<file path="src/rtl/lab1_imul_dot_accum_pkg.sv">
// Shared types and message layout for the product-stream dot-product accumulator.
// Field offsets below describe the default configuration (32-bit products, 40-bit sum, 8-bit count).
package lab1_imul_dot_accum_pkg;

    typedef enum logic [1:0] {IDLE, ACCUM, DONE} state_t;

    localparam int P_NBITS     = 32;
    localparam int P_ACC_NBITS = 40;
    localparam int P_CNT_NBITS = 8;

    localparam int LAST_BIT  = P_NBITS;
    localparam int COUNT_LSB = P_ACC_NBITS;
    localparam int OVF_BIT   = P_ACC_NBITS + P_CNT_NBITS;

endpackage

</file>
<file path="src/rtl/lab1_imul_dot_accum_dpath.sv">
// Accumulator datapath: sum/count/ovf registers with a load-or-accumulate update.
// load_en starts a new vector from the current product; acc_en adds it to the running sum.
module lab1_imul_dot_accum_dpath
    import lab1_imul_dot_accum_pkg::*;
#(
    parameter int p_nbits     = P_NBITS,
    parameter int p_acc_nbits = P_ACC_NBITS,
    parameter int p_cnt_nbits = P_CNT_NBITS
) (
    input  logic                   clk,
    input  logic                   reset,
    input  logic                   load_en,
    input  logic                   acc_en,
    input  logic [p_nbits-1:0]     product,
    output logic [p_acc_nbits-1:0] sum,
    output logic [p_cnt_nbits-1:0] count,
    output logic                   ovf
);

    logic [p_acc_nbits-1:0] prod_ext;
    logic [p_acc_nbits:0]   add_res;

    assign prod_ext = p_acc_nbits'(product);
    // Extra MSB of the add is the carry-out that feeds the sticky overflow flag.
    assign add_res  = {1'b0, sum} + {1'b0, prod_ext};

    always_ff @(posedge clk or negedge reset) begin
        if (!reset) begin
            sum   <= '0;
            count <= '0;
            ovf   <= 1'b0;
        end else if (load_en) begin
            sum   <= prod_ext;
            count <= p_cnt_nbits'(1);
            ovf   <= 1'b0;
        end else if (acc_en) begin
            sum   <= add_res[p_acc_nbits-1:0];
            if (count != '1)
                count <= count + p_cnt_nbits'(1);
            ovf   <= ovf | add_res[p_acc_nbits];
        end
    end

endmodule

</file>
<file path="src/rtl/lab1_imul_dot_accum.sv">
// Dot-product reduction of a val/rdy product stream; emits {ovf, count, sum} per 'last'-delimited vector.
// The FSM holds the result in DONE and can reload from a new vector in the same cycle the result leaves.
module lab1_imul_dot_accum
    import lab1_imul_dot_accum_pkg::*;
#(
    parameter int p_nbits     = P_NBITS,
    parameter int p_acc_nbits = P_ACC_NBITS,
    parameter int p_cnt_nbits = P_CNT_NBITS
) (
    input  logic                               clk,
    input  logic                               reset,
    input  logic                               istream_val,
    output logic                               istream_rdy,
    input  logic [p_nbits:0]                   istream_msg,
    output logic                               ostream_val,
    input  logic                               ostream_rdy,
    output logic [p_cnt_nbits+p_acc_nbits:0]   ostream_msg
);

    state_t                 state, state_nxt;
    logic                   load_en, acc_en;
    logic                   last;
    logic [p_acc_nbits-1:0] sum;
    logic [p_cnt_nbits-1:0] count;
    logic                   ovf;

    assign last = istream_msg[p_nbits];

    always_ff @(posedge clk or negedge reset) begin
        if (!reset) state <= IDLE;
        else        state <= state_nxt;
    end

    always_comb begin
        state_nxt   = state;
        istream_rdy = 1'b1;
        ostream_val = 1'b0;
        load_en     = 1'b0;
        acc_en      = 1'b0;
        case (state)
            IDLE: begin
                if (istream_val) begin
                    load_en   = 1'b1;
                    state_nxt = last ? DONE : ACCUM;
                end
            end
            ACCUM: begin
                if (istream_val) begin
                    acc_en    = 1'b1;
                    state_nxt = last ? DONE : ACCUM;
                end
            end
            DONE: begin
                ostream_val = 1'b1;
                // Input may only advance while the result is leaving, keeping back-to-back vectors bubble-free.
                istream_rdy = ostream_rdy;
                if (ostream_rdy) begin
                    if (istream_val) begin
                        load_en   = 1'b1;
                        state_nxt = last ? DONE : ACCUM;
                    end else begin
                        state_nxt = IDLE;
                    end
                end
            end
            default: state_nxt = IDLE;
        endcase
    end

    lab1_imul_dot_accum_dpath #(
        .p_nbits     (p_nbits),
        .p_acc_nbits (p_acc_nbits),
        .p_cnt_nbits (p_cnt_nbits)
    ) dpath (
        .clk     (clk),
        .reset   (reset),
        .load_en (load_en),
        .acc_en  (acc_en),
        .product (istream_msg[p_nbits-1:0]),
        .sum     (sum),
        .count   (count),
        .ovf     (ovf)
    );

    assign ostream_msg = {ovf, count, sum};

endmodule
</file>
<file path="config.mk">
export PLATFORM = sky130hd
export DESIGN_NAME = lab1_imul_dot_accum
export DESIGN_NICKNAME = d
export VERILOG_FILES = /design/src/rtl/lab1_imul_dot_accum_pkg.sv /design/src/rtl/lab1_imul_dot_accum_dpath.sv /design/src/rtl/lab1_imul_dot_accum.sv
export SDC_FILE = /design/constraint.sdc
export NUM_CORES = 1
export LEC_CHECK = 0
export ABC_CLOCK_PERIOD_IN_PS = 3500
export CORE_UTILIZATION = 55
export DETAILED_ROUTE_END_ITERATION = 16
export DONT_BUFFER_PORTS = 1
export GPL_ROUTABILITY_DRIVEN = 0
export PLACE_DENSITY = 0.75
export SYNTH_ARGS = -nofsm -noshare
export SYNTH_HDL_FRONTEND = slang
export SYNTH_SLANG_ARGS = --single-unit
</file>
<file path="constraint.sdc">
create_clock -name clk -period 3.5 [get_ports clk]
set_clock_uncertainty 0.15 [all_clocks]
set_input_delay 0.7 -clock clk [delete_from_list [all_inputs] [get_ports clk]]
set_output_delay 0.7 -clock clk [all_outputs]
set_load 0.02 [all_outputs]
</file>
* Word level (Yosys, flattened, before mapping)
Cells that the tools add are included.
** Storage, ports and cells
- Bits in registers :: 51
- Latch bits :: 0
- RAM bits :: 0
- Input bits :: 37
- Bits in read-only memories :: 0
- Output and inout port bits :: 51
- Memories kept :: 0
** Cells by class
- Equal/unequal tests :: 5
- Bitwise gates (word level) :: 1
- Div/mod/pow operators :: 0
- Multiply operators :: 0
- $add $sub $neg :: 2
- Mux-type cells :: 18
- Shifts and indexed selects :: 0
- $lt $le $gt $ge :: 0
- Reductions and logical operators :: 6
** Operator list (count)
- 40-bit 2-to-1 mux :: 2
- 40-bit by 32-bit adder with 41-bit output :: 1
- 8-bit 2-to-1 mux :: 3
- 8-bit by 1-bit adder with 8-bit output (second input constant) :: 1
- 2-bit 2-to-1 mux :: 4
- 8-bit inequality test (second input constant) :: 1
- 1-bit 2-to-1 mux :: 7
- 2-bit one-hot mux with 2 select lines :: 1
- 2-bit AND reduction :: 2
- 2-bit nonzero test :: 2
- 2-bit by 1-bit == test with 1-bit output (second input constant) :: 1
- 2-bit == test (second input constant) :: 1
- 2-bit logical NOT :: 1
- 2-bit by 1-bit inequality test with 1-bit output (second input constant) :: 1
- 2-bit inequality test (second input constant) :: 1
- 1-bit one-hot mux with 2 select lines :: 1
- 2-bit OR reduction :: 1
- 1-bit OR :: 1

* Longest topological paths before layout
- Word-level depth :: 5
- Mapped depth :: 11

* Modules after synthesis
A second synthesis with hierarchy kept.
** Unflattened totals
- Cell total of the unflattened synthesis :: 495
- Area, all modules :: 4137.7 um^2
** By module, submodules not included
- lab1_imul_dot_accum_dpath :: cells each 481, instances 1, area each 3993.8 um^2, seq. area each 1226.2 um^2
- lab1_imul_dot_accum :: cells each 14, instances 1, area each 143.9 um^2, seq. area each 50.0 um^2

* Worst setup path after synthesis
No wires, ideal clock.
- Kind :: input port to flip-flop
- From :: in istream_msg[0]
- To :: reg dpath.sum[38]
- Required time :: 3230 ps
- Buffers on the path :: 0
- Path slack :: 496 ps
- Library setup time :: 120 ps
- Stages on the path :: 11
- Arrival time :: 2734 ps
- Path through :: ha_1 > inv_1 > fa_1 > nand2b_1 > a21oi_1 > o221ai_1 > a211oi_2 > o2111ai_1 > a21oi_2 > a31oi_1 > a41o_1
** On the way
- Cells in the longest elaborated chain, start to end :: 3
** Ends and longest elaborated chain
- start: declaration :: RTL line lab1_imul_dot_accum.sv:14 : input logic [p_nbits:0] istream_msg,
- 40-bit by 32-bit adder with 41-bit output :: RTL line lab1_imul_dot_accum_dpath.sv:25 : assign add_res = {1'b0, sum} + {1'b0, prod_ext};
- 40-bit 2-to-1 mux :: RTL line lab1_imul_dot_accum_dpath.sv:36 : end else if (acc_en) begin
- 40-bit 2-to-1 mux :: RTL line lab1_imul_dot_accum_dpath.sv:32 : end else if (load_en) begin
- end signal: assignment :: RTL line lab1_imul_dot_accum_dpath.sv:33 : sum <= prod_ext;
- end signal: assignment :: RTL line lab1_imul_dot_accum_dpath.sv:37 : sum <= add_res[p_acc_nbits-1:0];
- end: declaration :: RTL line lab1_imul_dot_accum_dpath.sv:15 : output logic [p_acc_nbits-1:0] sum,
Every way passes these cells. The select of a mux whose other input is x is not followed.
A chain may end at the register's enable or synchronous reset.

* Worst setup path after layout
- From :: reg dpath.sum[1]
- To :: reg dpath.sum[38]
** On the way
- Cells in the longest elaborated chain, start to end :: 3
** Ends and longest elaborated chain (RTL line)
- 40-bit by 32-bit adder with 41-bit output :: lab1_imul_dot_accum_dpath.sv:25
- 40-bit 2-to-1 mux :: lab1_imul_dot_accum_dpath.sv:36
- 40-bit 2-to-1 mux :: lab1_imul_dot_accum_dpath.sv:32
Every way passes these cells. The select of a mux whose other input is x is not followed.

==> results.yml <==
outcome:
  status: "finished, final reports clean"
die:
  start_util_pct: 58.0
  die_h_um: 87.3
  core_area_mm2: 0.00691
  rows: 30
  dieArea_mm2: 0.00763
  io_pins: 88
  chipWidth_um: 87.3
synthesis:
  synth_compound_area_share_pct: 26.6
  synth-edff-count: 0
  avgSynthCellArea_um2: 8.40
  synthTopCellsByArea: "dfrtp_1 (32%), ha_1 (10%), a21oi_1 (7.6%)"
  netlist.area_leader.share_pct: 31.9
  ys.flop_type: "dfrtp_1"
  yosysSeqAreaShare_pct: 31.9
  yosysWarnings: 0
  synth_cell_types: 61
  synth_largest_area_cell: "dfrtp_1"
  synth_xor_area_share_pct: 6.78
  netlist_area_mm2: 0.00401
  synthSimpleGateAreaFrac_pct: 19.9
  synth.ff_latch_count: 51
  synthCells: 477
  syn-num-nets: 548
  synth_fa_ha_area_share_pct: 10.8
  synthMuxAreaShare_pct: 1.25
  synthArstFlopShare_pct: 100
  synth_top_family_by_area: "compound AO/OA/AOI/OAI gates"
timing:
  setup_viol: 0
  drv_slew: 0
  fmax_mhz: 323
  period_share_pct: 88.6
  hold_viol: 0
  rsz0062_at_grt: "no"
  worst_slew_pin_slew_ns: 0.744
  finalCriticalPeriod_ns: 3.10
  relSlewSlack_pct: 50.4
  setup_tns_ns: 0
global_routing:
  grt_usage_pct: 26.0
  grt_pass1_wl_um: 15800
  grt_pass1_vias: 3365
  overflow: 0
  grt_max_degree: 52
  antenna_found_initial: 0
route:
  vias_per_cell: 6.26
  vias: 3556
  wl_per_cell_um: 17.0
  finalWirelength_um: 9640
  ant_nets: 0
  firstDrtPassIters: 4
  remaining_drc_errors: 0
  drt_iter0_drc: 133
clock_network:
  clockRootBuffer: "clkbuf_8"
  clk_path_buf_depth: 2
  cts_tree: "yes"
  htree_num_levels: 2
  clk_latency_ns: 0.31
  cts_buffers: 5
  cts.sinks: 51
  clk_pin_slew_worst_paths_ns: 0.10
  post_cts_buffers: 0
critical_path:
  critical_path_class: "register to register"
  crit_fanout: 5
  arrival_ns: 3.15
  regToRegSetupSlack_ns: 0.40
  start_kind: "register"
  crit_required_ns: 3.55
  critPathLaunch: "dpath.sum[1]"
  cp-end-kind: "register"
  r2r-start: "dpath.sum[1]"
placed_design:
  dpl_cell_area_mm2: 0.00409
  numPortBuffers: 0
  placed_cells: 559
  hpwl_um: 7090
final_layout:
  fin_util_pct: 61.3
  final_common_cell: "nand2_1"
  fin_area_mm2: 0.00423
  synthToLayoutAreaGrowth_pct: 5.59
  layoutNonFillerInstCount: 568
  final_cell_mix: "nand2_1 (70), a21oi_1 (60), dfrtp_1 (51)"
  drive_gt1_share_pct: 6.99
  nets: 542
  diodes: 0
power_and_ir_drop:
  max-vdd-ir-drop_mv: 0.386
  powerDensity_mw_per_mm2: 880
  p_leak_uw: 0.00193
flow_run:
  cap_violations: 0
min_path:
  holdCritPathClass: "input port to asynchronous set/reset pin"
## where the power goes
part           leakage (µW)  internal, µW  switching, µW
Combinational       0.00124           855           1190
Clock             0.0000612           232            201
Sequential         0.000622           784            466
## metal layers
layer / GRT usage (%) / routed length, µm / up-vias / share of wire [%]
met5: 0 / 0 / - / 0
li1: - / - / 1745 / -
met1: 35.2 / 4450 / 1708 / 46
met4: 4.92 / 73 / 0 / 0.76
met3: 6.16 / 632 / 9 / 6.6
met2: 42.8 / 4490 / 94 / 47
## sequential cells by signal, indices dropped and copies added, names as in the netlist
signal / flops
dpath.count: 8
state: 2
dpath.ovf: 1
dpath.sum: 40
## final timing paths
kind	endpoint	cells after the start
max	dpath.sum[38]	10
max in group asynchronous	dpath.sum[17]	1
min reg2reg	state[1]	1
max reg2reg	dpath.sum[38]	10
min	dpath.sum[16]	1
min in group clk	state[0]	1
## layout make-up
type,count,area (µm²)
sequential,51,1280
clock buffer,6,82.6
timing repair buffer,7,72.6
clock inverter,2,35.0
inverter,6,22.5
multi-input combinational,400,2620
fill,644,2680
tap,96,120
## logic make-up after synthesis
kind of cell / count (synthesis)
adder cells (fa/ha/maj): 34
buffers and inverters: 26
XOR/XNOR: 31
flip-flops: 51
AO/OA/AOI/OAI: 162
multiplexers: 5
AND/OR/NAND/NOR: 168
## repair_timing
| item | 4_1_cts | 5_1_grt |
|---|---|---|
| hold buffers | 1 | 0 |
| resized for setup | 0 | 0 |
| endpoints found under the hold margin | 51 | 0 |
## metrics by stage
| step | setup slack (ns) | total power (µW) | hold WS [ns] |
|---|---|---|---|
| 2_1_floorplan | 0.496 | 2850 | 0.254 |
| 3_3_place_gp | 0.206 | 3210 | 0.256 |
| 3_5_place_dp | 0.154 | 3260 | 0.256 |
| 4_1_cts | 0.386 | 3730 | 0.0924 |
| 5_1_grt | 0.119 | 4040 | 0.0945 |
| 6_report | 0.399 | 3720 | 0.0716 |
## Yosys cell counts (all sizes together), types with 10 or more instances
library cell	count
a21oi	65
dfrtp	51
nor2	33
nand2	70
xnor2	14
ha	33
xor2	17
and3	18
o21ai	16
clkbuf	16
nand4	10
o22ai	15
a21o	20
## worst max-delay path, stage by stage, from the launching register on
cell and delay (ns):
dfrtp_1 0.53, inv_1 0.11, fa_1 0.42, nand2b_1 0.19, a21oi_1 0.17, o221ai_1 0.24
a211oi_2 0.34, o2111ai_1 0.25, a21oi_2 0.30, a31oi_1 0.11, a41o_1 0.20
Note: power is estimated with default switching activity, not from simulation.
